<file path="src/rtl/xbar_config_loader_pkg.sv">
// Shared constants and state encoding for the crossbar configuration loader.
// Field i of the configuration drives xbar output i.
package xbar_cfg_pkg;

   localparam int unsigned NUM_IN    = 35;
   localparam int unsigned NUM_OUT   = 48;
   localparam int unsigned SEL_W     = 6;
   localparam int unsigned WORD_W    = 32;
   localparam int unsigned CFG_W     = NUM_OUT * SEL_W;
   localparam int unsigned NUM_WORDS = (CFG_W + WORD_W - 1) / WORD_W;
   localparam int unsigned CNT_W     = $clog2(NUM_WORDS + 1);
   localparam int unsigned PAD_W     = NUM_WORDS * WORD_W;
   localparam int unsigned FIELD_W   = SEL_W + 1;

   typedef enum logic [1:0] {
      IDLE,
      LOAD,
      FULL
   } state_t;

endpackage

</file>
<file path="src/rtl/xbar_config_loader_sel_check.sv">
// Range check of every select field in the shadow configuration.
// Reports whether all fields are legal and the index of the lowest illegal one.
module xbar_sel_check
   import xbar_cfg_pkg::*;
(
   input  logic [CFG_W-1:0]   shadow,
   output logic               all_ok,
   output logic [SEL_W:0]     bad_field
);

   // Scan from the top down so the last hit recorded is the lowest index.
   always_comb begin
      all_ok    = 1'b1;
      bad_field = '0;
      for (int unsigned i = NUM_OUT; i > 0; i--) begin
         if (32'(shadow[(i-1)*SEL_W +: SEL_W]) >= NUM_IN) begin
            all_ok    = 1'b0;
            bad_field = FIELD_W'(i - 1);
         end
      end
   end

endmodule

</file>
<file path="src/rtl/xbar_config_loader.sv">
// Loads crossbar select words into a shadow register and, on a validated
// commit, transfers them to the active configuration driving the xbar.
module xbar_config_loader
   import xbar_cfg_pkg::*;
(
   input  logic                clk,
   input  logic                reset,
   input  logic                io_cfg_valid,
   output logic                io_cfg_ready,
   input  logic [WORD_W-1:0]   io_cfg_data,
   input  logic                io_commit,
   input  logic                io_abort,
   output logic                io_cfg_done,
   output logic                io_cfg_err,
   output logic [SEL_W:0]      io_err_field,
   output logic                io_active_valid,
   output logic [CFG_W-1:0]    io_mux_configs
);

   state_t              state_q, state_d;
   logic [CNT_W-1:0]    cnt_q, cnt_d;
   logic [PAD_W-1:0]    shadow_q;
   logic                accept;
   logic                commit_req;
   logic                commit_ok;
   logic                commit_bad;
   logic [SEL_W:0]      bad_idx_d;
   logic                all_ok;
   logic [SEL_W:0]      bad_field;

   xbar_sel_check u_sel_check (
      .shadow    (shadow_q[CFG_W-1:0]),
      .all_ok    (all_ok),
      .bad_field (bad_field)
   );

   // Abort overrides both a coincident handshake and a coincident commit.
   assign accept     = io_cfg_valid && io_cfg_ready && !io_abort;
   assign commit_req = io_commit && !io_abort;

   always_comb begin
      state_d    = state_q;
      cnt_d      = cnt_q;
      commit_ok  = 1'b0;
      commit_bad = 1'b0;
      bad_idx_d  = '0;
      case (state_q)
         IDLE, LOAD: begin
            if (accept) begin
               cnt_d   = cnt_q + 1'b1;
               state_d = (cnt_q == CNT_W'(NUM_WORDS - 1)) ? FULL : LOAD;
            end
            if (commit_req) begin
               commit_bad = 1'b1;
               bad_idx_d  = FIELD_W'(NUM_OUT);
            end
         end
         FULL: begin
            if (commit_req) begin
               state_d = IDLE;
               cnt_d   = '0;
               if (all_ok) begin
                  commit_ok = 1'b1;
               end else begin
                  commit_bad = 1'b1;
                  bad_idx_d  = bad_field;
               end
            end
         end
         default: begin
            state_d = IDLE;
            cnt_d   = '0;
         end
      endcase
      if (io_abort) begin
         state_d = IDLE;
         cnt_d   = '0;
      end
   end

   always_ff @(posedge clk or posedge reset) begin
      if (reset) begin
         state_q         <= IDLE;
         cnt_q           <= '0;
         shadow_q        <= '0;
         io_mux_configs  <= '0;
         io_cfg_ready    <= 1'b0;
         io_cfg_done     <= 1'b0;
         io_cfg_err      <= 1'b0;
         io_err_field    <= '0;
         io_active_valid <= 1'b0;
      end else begin
         state_q      <= state_d;
         cnt_q        <= cnt_d;
         io_cfg_ready <= (state_d != FULL);
         io_cfg_done  <= commit_ok;
         if (accept) begin
            shadow_q[32'(cnt_q)*WORD_W +: WORD_W] <= io_cfg_data;
         end
         if (commit_ok) begin
            io_mux_configs  <= shadow_q[CFG_W-1:0];
            io_active_valid <= 1'b1;
         end
         // A rejected commit wins over a word accepted in the same cycle.
         if (commit_bad) begin
            io_cfg_err   <= 1'b1;
            io_err_field <= bad_idx_d;
         end else if (commit_ok || accept) begin
            io_cfg_err   <= 1'b0;
         end
      end
   end

endmodule

</file>
<file path="config.mk">
export PLATFORM = sky130hd
export DESIGN_NAME = xbar_config_loader
export DESIGN_NICKNAME = d
export VERILOG_FILES = /design/src/rtl/xbar_config_loader_pkg.sv /design/src/rtl/xbar_config_loader_sel_check.sv /design/src/rtl/xbar_config_loader.sv
export SDC_FILE = /design/constraint.sdc
export NUM_CORES = 1
export LEC_CHECK = 0
export CORE_UTILIZATION = 40
export CTS_CLUSTER_DIAMETER = 100
export DETAILED_ROUTE_END_ITERATION = 16
export HOLD_SLACK_MARGIN = 0.08
export PLACE_DENSITY = 0.6
export RECOVER_POWER = 25
export SYNTH_ARGS = -nofsm -noshare
export SYNTH_HDL_FRONTEND = slang
export SYNTH_SLANG_ARGS = --single-unit
</file>
<file path="constraint.sdc">
create_clock -name clk -period 25.6 [get_ports clk]
set_clock_uncertainty 0.2 [all_clocks]
set_input_delay 7.68 -clock clk [delete_from_list [all_inputs] [get_ports clk]]
set_output_delay 7.68 -clock clk [all_outputs]
set_load 0.1 [all_outputs]
</file>
Word-level counts from Yosys, hierarchy flattened
Index checks and enable logic that the tools add are counted.
Widths: inputs -> output; s select.
{"block": "word_totals", "regBits": 593, "latchBits": 0, "mem_bits_rw": 0, "romBits": 0, "output_inout_bits": 299, "memories": 0}
{"block": "classes", "add_sub_neg": 2, "multipliers": 0, "div": 0, "n_lt_le_gt_ge": 48, "n_eq_ne": 6, "shift": 2, "mux": 119, "bitwise": 0, "reduce_logical": 9}
{"cell": "$mux 6", "n": 49}
{"cell": "$bwmux 288", "n": 1}
{"cell": "$ge 6x6->1 const B", "n": 48}
{"cell": "$shift 32x34->288 const A", "n": 1}
{"cell": "$shiftx 32x34->288", "n": 1}
{"cell": "$mux 1", "n": 56}
{"cell": "$neg 9->34", "n": 1}
{"cell": "$mux 7", "n": 2}
{"cell": "$pmux 7 s2", "n": 1}
{"cell": "$mux 4", "n": 3}
{"cell": "$mux 2", "n": 4}
{"cell": "$pmux 4 s2", "n": 1}
{"cell": "$ne 3x3->1 const B", "n": 2}
{"cell": "$add 4x1->4 const B", "n": 1}
{"cell": "$eq 4x4->1 const B", "n": 1}
{"cell": "$pmux 2 s2", "n": 1}
{"cell": "$logic_and 1x1->1", "n": 3}
{"cell": "$eq 2x1->1 const B", "n": 1}
{"cell": "$eq 2x2->1 const B", "n": 1}
{"cell": "$logic_not 2->1", "n": 1}
{"cell": "$ne 2x2->1 const B", "n": 1}
{"cell": "$pmux 1 s2", "n": 1}
{"cell": "$reduce_and 2->1", "n": 1}
{"cell": "$reduce_bool 2->1", "n": 1}
{"cell": "3 further kinds", "n": 3}

Longest topological paths before layout
Gate-level depths: netlist of the first run.
{"block": "logic_depth", "depth_word": 55, "mapped_depth": 10, "depth_no_buf": 8}

Hierarchy
Synthesis of the first run repeated with hierarchy kept, for this count alone.
{"block": "hier_totals", "cells_unflattened": 2433, "area_unflattened_um2": 24537.3}
{"mod": "xbar_config_loader", "instances": 1, "cells_per_inst": 2228, "area_each_um2": 23023.3, "seq_area_each_um2": 14839.2}
{"mod": "xbar_sel_check", "instances": 1, "cells_per_inst": 205, "area_each_um2": 1514.0, "seq_area_each_um2": 0.0}

Worst setup path after synthesis of the first run
Ideal clock, no wire load.
{"block": "synth_timing", "path_kind": "input -> register", "startpoint": "input port io_cfg_valid", "endpoint": "register shadow_q[264]", "arrival_ps": 9059, "required_ps": 25270, "path_slack_ps": 16211, "stages": 7, "cell_sequence": "nand2_1 > or2_2 > nor4_1 > nand2_1 > clkbuf_1 > nand2_1 > o21ai_0"}
{"block": "synth_between", "elab_chain_cells": 2}
{"item": "start, declared", "line_no": "xbar_config_loader.sv:8", "text": "input logic io_cfg_valid,"}
{"item": "$logic_and 1x1->1 (2 in a row)", "line_no": "xbar_config_loader.sv:38", "text": "assign accept = io_cfg_valid && io_cfg_ready && !io_abort;"}
{"item": "end signal, assigned by index", "line_no": "xbar_config_loader.sv:98", "text": "shadow_q[32'(cnt_q)*WORD_W +: WORD_W] <= io_cfg_data;"}
{"item": "end, declared", "line_no": "xbar_config_loader.sv:22", "text": "logic [PAD_W-1:0] shadow_q;"}
Every way passes these cells.
A chain may end at the register's enable or synchronous reset.

==> metrics.cfg, run 1 <==
[critical_path]
cp_num_buf_inv=3
critical_path.endpoint_type=async pin
cpMaxStageDelayCell=sky130_fd_sc_hd__clkbuf_1
crit_path_end=io_mux_configs[153]
timing.critical_path.fanout_max=108
worst-r2r-setup-slack_ns=19.87
critPathArrivalTime_ns=13.89
regToRegEndpoint=io_mux_configs[254]
reg2reg_depth=9
setup.worst_path.start_class=input pin
source_of_the_critical_timing_path=reset
critical_path.reg2reg.startpoint=shadow_q[265]
timing.critical_path.depth=3
critical-path-top-delay-family=buffers and inverters
critical_path_class=input pin to async pin
cpPeakStageDelay_ns=2.86
path_cells=dlygate4sd3_1 > clkinvlp_2 > clkbuf_1
crit_required_ns=25.24

[clock_tree]
postCtsResizedCells=0
cts_inserted_buffers=59
reg_clk_slew_reported_paths_ns=0.06
cts_hold_repair.buffers=0
number_of_buffers_on_the_longest_clock_path=3
post-cts-setup-buffers=0
clock_insertion_delay_at_the_later_pin_of_the_skew_report_ns=0.62
clock_tree_from_tritoncts=built
h-tree-depth=2
clock_tree.root_cell=sky130_fd_sc_hd__clkbuf_16
clkSinkCount=592

[yosys]
yosys_register_bits=592
synth_top_cell_area_share_pct=61.1
ys_types=56
sequential_cell_area_fraction_in_the_yosys_report_pct=61.1
edff_count_synth=0
synth_area_mm2=0.0243
mappedNetlistNets=2008
synth_ff_type=sky130_fd_sc_hd__dfrtp_1
yosys-top-cells-area=sky130_fd_sc_hd__dfrtp_1 (61%), sky130_fd_sc_hd__mux2_4 (13%), sky130_fd_sc_hd__nand2_1 (6.9%)
avgSynthCellArea_um2=12.3
synth.largest_area_cell=sky130_fd_sc_hd__dfrtp_1
synth_warnings=0
synth_async_sr_flop_share_pct=100
syn-instance-count=1968

[power_and_ir_drop]
finalPower_mw=2.02
vdd.ir_drop.worst_mv=0.0508
cellLeakagePower_nw=14.4
p_per_area_mw_per_mm2=66.7

[layout]
final_layout_size_suffix_gt1_share_pct=17.3
num_antenna_cells=0
final_cells=3099
fillerInstances=5222
areaGrowthSynthToFinish_pct=24.6
most_common_library_cell_in_the_layout_ignoring_fill_and_taps=sky130_fd_sc_hd__dfrtp_1
final_area_mm2=0.0302
highest_count_cells_in_the_layout_ignoring_fill_and_taps=sky130_fd_sc_hd__dfrtp_1 (591), sky130_fd_sc_hd__nand2_1 (445), sky130_fd_sc_hd__clkdlybuf4s50_1 (331), sky130_fd_sc_hd__o21ai_0 (278), sky130_fd_sc_hd__mux2_4 (205)
layout.nets=2317

[die]
fp.dieH_um=248
core_area_mm2=0.0595
ios=336
num_rows=89
initial_core_util_pct=40.8
dieArea_mm2=0.0616
dieWidth_um=248

[place]
dp_hpwl_um=53500
dpl.cell_count=2989
gpl.final_weighted_congestion=0.870
port-buffer-count=334
detailed_place.area_mm2=0.0282

[sta]
setup-violations-final=0
finalCritPeriodShare_pct=55.6
final.setup.tns_ns=0
whs_ns=0.283
finalCriticalPeriod_ns=14.25
drv_slew=556
worstMarginPinSlew_ns=4.79
fmax_mhz=70.2
hold_viol_final=0
slew_headroom_pct=-221
grt_setup_unrepaired=false

[job]
cap_violations=8

[drt]
route.met3.wl_um=4350
via_total_after_detailed_routing=16600
vias_per_cell=5.35
route.layer.met1.wl_um=32600
drcViolationCount=0
ant_nets=0
route.final.wire_length_um=73800
topRoutingLayerUsed=met5
routed_met2_length_um=34300
firstDrtPassIters=5
detail_route.wl_per_cell_um=23.8
drt_first_iter_violations=1249

[hold_path]
min-delay-path-class=flip-flop to flip-flop

[status]
failed_checks=max-capacitance violations, max-slew violations
status=finished with violations

[global_routing]
grt_pass1_wl_um=110000
grt-ovfl-total=0
grt_pass1_vias=16600
pin_count_of_the_biggest_net_entering_global_routing=201
grt_antenna_before_repair=1
grtUsageTotal_pct=24.1

-- cells by family after synthesis --
| group | share of synthesized area, % |
|---|---|
| DFF | 61.1 |
| and+or+nand+nor | 8.86 |
| AOI/OAI and AO/OA | 11.1 |
| muxes | 15.8 |
| buffers and inverters | 2.90 |
| xor gates and xnor gates | 0.144 |
| adders and majority gates | 0.155 |
| other | 0.0155 |
-- worst min-delay path, delay by kind of cell (launching register included) --
kind	cells	cell delay [ns]
AOI/OAI and AO/OA	1	0.05
and+or+nand+nor	1	0.05
DFF	1	0.35
-- final cells by class --
cell class / instances / area [µm²] / area share, %
Timing Repair Buffer: 356 / 3510 / 11.6
Tap cell: 773 / 967 / 3.20
Sequential cell: 592 / 14800 / 49.0
Clock buffer: 86 / 1740 / 5.76
Clock inverter: 24 / 295 / 0.977
Multi-Input combinational cell: 1240 / 8790 / 29.1
Inverter: 28 / 106 / 0.352
-- worst min-delay path by stage --
stage | from | end | depth (start not counted)
2_1_floorplan | shadow_q[161] | shadow_q[161] | 2
3_3_place_gp | io_active_valid | io_active_valid | 1
3_5_place_dp | shadow_q[107] | shadow_q[107] | 2
4_1_cts | shadow_q[107] | shadow_q[107] | 2
5_1_grt | shadow_q[107] | shadow_q[107] | 2
6_report | shadow_q[161] | shadow_q[161] | 2
-- synthesized netlist by cell type, types with 4 or more instances --
master / count
sky130_fd_sc_hd__buf_6: 24
sky130_fd_sc_hd__nor2_1: 26
sky130_fd_sc_hd__nand4_1: 8
sky130_fd_sc_hd__nand3_1: 6
sky130_fd_sc_hd__buf_2: 7
sky130_fd_sc_hd__inv_1: 28
sky130_fd_sc_hd__dfrtp_1: 592
sky130_fd_sc_hd__nor2b_1: 6
sky130_fd_sc_hd__o31ai_1: 33
sky130_fd_sc_hd__a2bb2oi_1: 6
sky130_fd_sc_hd__o22ai_1: 5
sky130_fd_sc_hd__a22oi_1: 18
sky130_fd_sc_hd__a21oi_1: 7
sky130_fd_sc_hd__a2111oi_0: 16
sky130_fd_sc_hd__nand2b_1: 4
sky130_fd_sc_hd__a211oi_1: 9
sky130_fd_sc_hd__clkbuf_1: 74
sky130_fd_sc_hd__o211ai_1: 6
sky130_fd_sc_hd__mux2_4: 205
sky130_fd_sc_hd__a2111o_1: 33
sky130_fd_sc_hd__nand2_1: 449
sky130_fd_sc_hd__o21ai_0: 278
sky130_fd_sc_hd__nor3_1: 10
sky130_fd_sc_hd__mux2_2: 67
-- through the flow --
stage	util (%)	setup WS, ns
2_1_floorplan	-	1.15
3_3_place_gp	47.5	13.80
3_5_place_dp	47.5	13.69
4_1_cts	50.9	14.35
5_1_grt	50.8	9.87
6_report	50.8	11.35
-- power breakdown --
group | total [mW] | internal (mW) | leakage [nW] | switching (mW)
Clock | 0.903 | 0.532 | 0.988 | 0.371
Combinational | 0.130 | 0.0364 | 5.17 | 0.0936
Sequential | 0.984 | 0.959 | 8.22 | 0.0250
Total | 2.02 | 1.53 | 14.4 | 0.490
-- flip-flops by register name, indices dropped and copies added (netlist names) --
signal           flops
io_mux_configs     288
cnt_q                4
io_cfg_err           1
io_err_field         6
io_cfg_ready         1
state_q              2
io_cfg_done          1
shadow_q           288
io_active_valid      1
-- layer usage --
metal | global-route usage (%) | vias up
li1 | - | 7497
met4 | 8.12 | 2
met3 | 4.40 | 111
met5 | 0 | -
met1 | 33.9 | 8419
met2 | 37.5 | 542
Power figures use the tool's default switching activity.
==> run 2, diff against run 1 <==
Clock period 25.6 ns to 12.1 ns, I/O delays scaled along.
==> run 2 against run 1 <==
Against the previous run:
- critical path depth up 3
- largest cell class unchanged
- die area is the same
- final cell count hardly changed
- final area decreased by 0.14%
- clock power up 100%
- routed wire length shrank 1.3%
- highest routed layer unchanged
- total power grew 110%
- combinational power is 110% higher
- the flow still finishes with violations (max-capacitance violations, max-slew violations)
==> metrics.cfg, run 2 (synthesized netlist as in run 1, its figures left out) <==
[status]
status=finished with violations
failed_checks=max-capacitance violations, max-slew violations

[job]
cap_violations=8

[sta]
setup-violations-final=0
fmax_mhz=117
hold_viol_final=0
final.setup.tns_ns=0
drv_slew=474
slew_headroom_pct=-139
finalCritPeriodShare_pct=70.5
grt_setup_unrepaired=false
worstMarginPinSlew_ns=3.58
finalCriticalPeriod_ns=8.53

[drt]
firstDrtPassIters=5
route.final.wire_length_um=72800
vias_per_cell=5.33
via_total_after_detailed_routing=16500
detail_route.wl_per_cell_um=23.5
drt_first_iter_violations=1274
ant_nets=0
drcViolationCount=0

[hold_path]
worstHoldPathCells=2
hp-start=io_mux_configs[209]
holdPathEnd=io_mux_configs[209]
min-delay-path-class=flip-flop to flip-flop

[place]
dpl.cell_count=2993
port-buffer-count=334
dp_hpwl_um=52900
gpl.final_weighted_congestion=0.882

[die]
dieArea_mm2=0.0616
initial_core_util_pct=40.8
dieWidth_um=248
fp.dieH_um=248
num_rows=89
core_area_mm2=0.0595
ios=336

[clock_tree]
postCtsResizedCells=0
reg_clk_slew_reported_paths_ns=0.06
clock_tree.root_cell=sky130_fd_sc_hd__clkbuf_16
cts_hold_repair.buffers=0
number_of_buffers_on_the_longest_clock_path=3
clkSinkCount=592
clock_insertion_delay_at_the_later_pin_of_the_skew_report_ns=0.63
clock_tree_from_tritoncts=built
h-tree-depth=2
cts_inserted_buffers=60
post-cts-setup-buffers=0

[power_and_ir_drop]
p_per_area_mw_per_mm2=139
power.share.switching_pct=24.4
power.switching_mw=1.02
power_report.internal_total_mw=3.17
power_frac_comb_pct=6.6
p_seq_share_pct=49.6
vdd.ir_drop.worst_mv=0.106
power.share.clock_pct=43.8
cellLeakagePower_nw=14.4

[layout]
layout.nets=2322
most_common_library_cell_in_the_layout_ignoring_fill_and_taps=sky130_fd_sc_hd__dfrtp_1
fillerInstances=5219
final_cells=3102
biggestRegsByFlops=io_mux_configs x288, shadow_q x288, io_err_field x6
final_layout_size_suffix_gt1_share_pct=17.1
highest_count_cells_in_the_layout_ignoring_fill_and_taps=sky130_fd_sc_hd__dfrtp_1 (592), sky130_fd_sc_hd__nand2_1 (445), sky130_fd_sc_hd__clkdlybuf4s50_1 (331), sky130_fd_sc_hd__o21ai_0 (278), sky130_fd_sc_hd__mux2_4 (205)
areaGrowthSynthToFinish_pct=24.4

[critical_path]
timing.critical_path.fanout_max=57
critical_path.endpoint_type=flip-flop
critPathArrivalTime_ns=8.83
critical_path_class=input pin to flip-flop
setup.worst_path.start_class=input pin
crit_required_ns=12.40
regToRegEndpoint=io_mux_configs[192]
worst-r2r-setup-slack_ns=6.08
reg2reg_depth=9
critical_path.reg2reg.startpoint=shadow_q[160]

[global_routing]
grt_pass1_vias=16600
grt_antenna_before_repair=1
grtUsageTotal_pct=23.8
grt_pass1_wl_um=109000
pin_count_of_the_biggest_net_entering_global_routing=178
grt-ovfl-total=0

run 2: routing by layer:
layer	global-route usage, %	part of all wire [%]	wire length [µm]
met1	33.6	45	32700
met3	3.67	5.6	4070
met2	37.0	46	33600
met5	0	0.015	11
met4	9.22	3.4	2460
run 2: power by group through the flow:
stage               sequential, mW  combinational (mW)  clock (mW)
floorplan                     2.10               0.161           0
finish                        2.08               0.276        1.84
global placement              2.11               0.275           0
detailed placement            2.12               0.280           0
CTS                           2.08               0.281        1.87
global route                  2.09               0.304        1.95
run 2: how the worst max path moves through the flow:
stage / start / to / depth (start not counted)
2_1_floorplan: reset / cnt_q[0] / 1
3_3_place_gp: io_abort / io_mux_configs[217] / 6
3_5_place_dp: io_abort / io_mux_configs[217] / 6
4_1_cts: io_abort / io_mux_configs[213] / 6
5_1_grt: io_abort / io_mux_configs[207] / 6
6_report: io_abort / io_mux_configs[192] / 6
run 2: cell type report:
cell class / count / area [µm²] / share of cell area (%)
Tap cell: 773 / 967 / 3.20
Multi-Input combinational cell: 1240 / 8770 / 29.1
Sequential cell: 592 / 14800 / 49.1
Antenna cell: 1 / 2.50 / 0.00829
Inverter: 28 / 106 / 0.352
Timing Repair Buffer: 360 / 3560 / 11.8
Clock inverter: 13 / 105 / 0.348
Clock buffer: 95 / 1850 / 6.14
run 2: through the flow:
stage | hold WS, ns | instance area (µm²) | power (mW) | setup slack, ns | utilization (%)
global route | 0.304 | 30200 | 4.34 | 3.29 | 50.8
finish | 0.280 | 30200 | 4.19 | 3.57 | 50.8
detailed placement | 0.266 | 28300 | 2.40 | 4.95 | 47.5
floorplan | 0.249 | 24300 | 2.26 | 0.199 | -
CTS | 0.284 | 30200 | 4.23 | 5.62 | 50.8
global placement | 0.259 | 28300 | 2.39 | 5.04 | 47.5
run 2: critical path: stages:
cell and delay [ns]:
sky130_fd_sc_hd__dlygate4sd3_1 0.67, sky130_fd_sc_hd__and4bb_1 0.29, sky130_fd_sc_hd__nand3_1 0.19, sky130_fd_sc_hd__clkbuf_1 2.53, sky130_fd_sc_hd__buf_4 1.00, sky130_fd_sc_hd__mux2_2 0.41
==> run 3, diff against run 2 <==
Settings changed: PLACE_DENSITY 0.6 to 0.57.
Clock period 12.1 ns to 8.08 ns, I/O delays scaled along.
==> run 3 against run 2 <==
Against the previous run:
- the run still ends with max-capacitance violations, max-slew violations left
- sequential power up 50%
- combinational power rose by 44%
- setup slack lost 1.2 ns
- sequential share of layout area decreased by 0.069 points
- final area grew 0.15%
- via count shrank 0.54%
- flip-flop and latch count stayed put
- total power is 49% higher
- hold slack lost 0.0036 ns
- global-route usage rose by 0.51 points
- critical path depth fell by 3
- critical path type is now input pin to async pin
- largest power group unchanged
- highest routed layer unchanged
==> metrics.cfg, run 3 (synthesized netlist as in run 1, its figures left out) <==
[clock_tree]
clkSinkCount=592
postCtsResizedCells=0
clock_tree.root_cell=sky130_fd_sc_hd__clkbuf_16
number_of_buffers_on_the_longest_clock_path=3
cts_hold_repair.buffers=0
clock_insertion_delay_at_the_later_pin_of_the_skew_report_ns=0.64
h-tree-depth=2
post-cts-setup-buffers=0
clock_tree_from_tritoncts=built
cts_inserted_buffers=61
reg_clk_slew_reported_paths_ns=0.06

[layout]
most_common_library_cell_in_the_layout_ignoring_fill_and_taps=sky130_fd_sc_hd__dfrtp_1
highest_count_cells_in_the_layout_ignoring_fill_and_taps=sky130_fd_sc_hd__dfrtp_1 (591), sky130_fd_sc_hd__nand2_1 (446), sky130_fd_sc_hd__clkdlybuf4s50_1 (332), sky130_fd_sc_hd__o21ai_0 (278), sky130_fd_sc_hd__mux2_4 (205)
final_area_mm2=0.0302
area_used_by_multi_input_combinational_logic_mm2=0.00878
layout.nets=2324
biggestRegsByFlops=io_mux_configs x288, shadow_q x288, io_err_field x6
areaGrowthSynthToFinish_pct=24.6
final_layout_size_suffix_gt1_share_pct=17.4
fillerInstances=5254
storage_element_area_mm2=0.0148
num_antenna_cells=0

[sta]
hold_viol_final=0
finalCritPeriodShare_pct=70.1
fmax_mhz=176
finalCriticalPeriod_ns=5.67
setup-violations-final=0
worstMarginPinSlew_ns=2.45
drv_slew=46
slew_headroom_pct=-63.3
grt_setup_unrepaired=false

[power_and_ir_drop]
p_per_area_mw_per_mm2=207
power.switching_mw=1.54
p_seq_share_pct=49.8
vdd.ir_drop.worst_mv=0.177
finalPower_mw=6.25
power.share.switching_pct=24.6
cellLeakagePower_nw=14.4
power_report.internal_total_mw=4.72
power_frac_comb_pct=6.3
power.share.clock_pct=43.8

[global_routing]
grt_pass1_wl_um=110000
grt_antenna_before_repair=3
grt-ovfl-total=0
grtUsageTotal_pct=24.3
grt_pass1_vias=16500
pin_count_of_the_biggest_net_entering_global_routing=161

[drt]
ant_nets=0
detail_route.wl_per_cell_um=23.9
via_total_after_detailed_routing=16400
firstDrtPassIters=5
drcViolationCount=0
vias_per_cell=5.30
route.final.wire_length_um=74100
drt_first_iter_violations=1188

[status]
status=finished with violations
failed_checks=max-capacitance violations, max-slew violations

[place]
detailed_place.area_mm2=0.0283
port-buffer-count=334
dp_hpwl_um=53500
gpl.final_weighted_congestion=0.892

[die]
dieWidth_um=248
initial_core_util_pct=40.8
fp.dieH_um=248
num_rows=89
dieArea_mm2=0.0616
core_area_mm2=0.0595
ios=336

[hold_path]
min-delay-path-class=flip-flop to flip-flop

[critical_path]
cp_num_buf_inv=3
path_cells=dlygate4sd3_1 > clkinvlp_2 > clkbuf_1
critical_path_class=input pin to async pin
setup.worst_path.start_class=input pin
cpPeakStageDelay_ns=1.81
timing.critical_path.fanout_max=45
cpMaxStageDelayCell=sky130_fd_sc_hd__clkbuf_1
critical-path-top-delay-family=buffers and inverters
critical_path.endpoint_type=async pin
critPathArrivalTime_ns=5.69
crit_required_ns=8.10

[job]
cap_violations=2

[run 3: changes by cell type in the layout (fill, tap and decap cells not counted), sizes merged]
cell | previous run | this run
buf | 18 | 26
clkbuf | 103 | 96
clkdlybuf4s50 | 331 | 332
clkinvlp | 1 | 2
diode | 1 | 0
dlygate4sd3 | 3 | 2
inv | 29 | 30
[run 3: per-layer routing]
layer  track usage [%]  vias up  wire length, µm
li1                  -     7510                -
met1              34.7     8377            33700
met2              37.8      452            34200
met3              3.99      105             4040
met4              7.91        4             2180
met5                 0        -               26
[run 3: path summary, 6_finish.rpt]
path | start | to | slack (ns) | cells after the start
max | reset | io_mux_configs[17] | 2.41 | 3
min | io_active_valid | io_active_valid | 0.28 | 1
min in group asynchronous | reset | io_mux_configs[147] | 2.39 | 2
max reg2reg | shadow_q[79] | io_mux_configs[129] | 2.76 | 8
min reg2reg | io_active_valid | io_active_valid | 0.28 | 1
max in group clk | shadow_q[79] | io_mux_configs[129] | 2.76 | 8
[run 3: through the flow]
step / utilization (%) / setup WS, ns / TNS (ns) / std cells / hold WS [ns]
after floorplan: - / -2.62 / -1548.27 / 1968 / 0.249
after global placement: 47.6 / 2.82 / 0 / 2994 / 0.253
after detailed placement: 47.6 / 2.73 / 0 / 2994 / 0.255
after CTS: 50.9 / 3.17 / 0 / 3104 / 0.273
after global routing: 50.8 / 1.77 / 0 / 3104 / 0.305
final: 50.8 / 2.41 / 0 / 3104 / 0.276
[run 3: power by group through the flow]
stage               Sequential [mW]  Combinational (mW)  Clock [mW]
finish                         3.12               0.397        2.74
global route                   3.12               0.438        2.91
CTS                            3.12               0.414        2.79
detailed placement             3.17               0.413           0
global placement               3.17               0.406           0
floorplan                      3.15               0.241           0
[run 3: cell type report]
cell class | count | share of cell area, %
Inverter | 28 | 0.352
Clock inverter | 15 | 0.426
Tap cell | 773 | 3.20
Timing Repair Buffer | 361 | 12.0
Sequential cell | 592 | 49.0
Clock buffer | 95 | 6.00
Multi-Input combinational cell | 1240 | 29.0
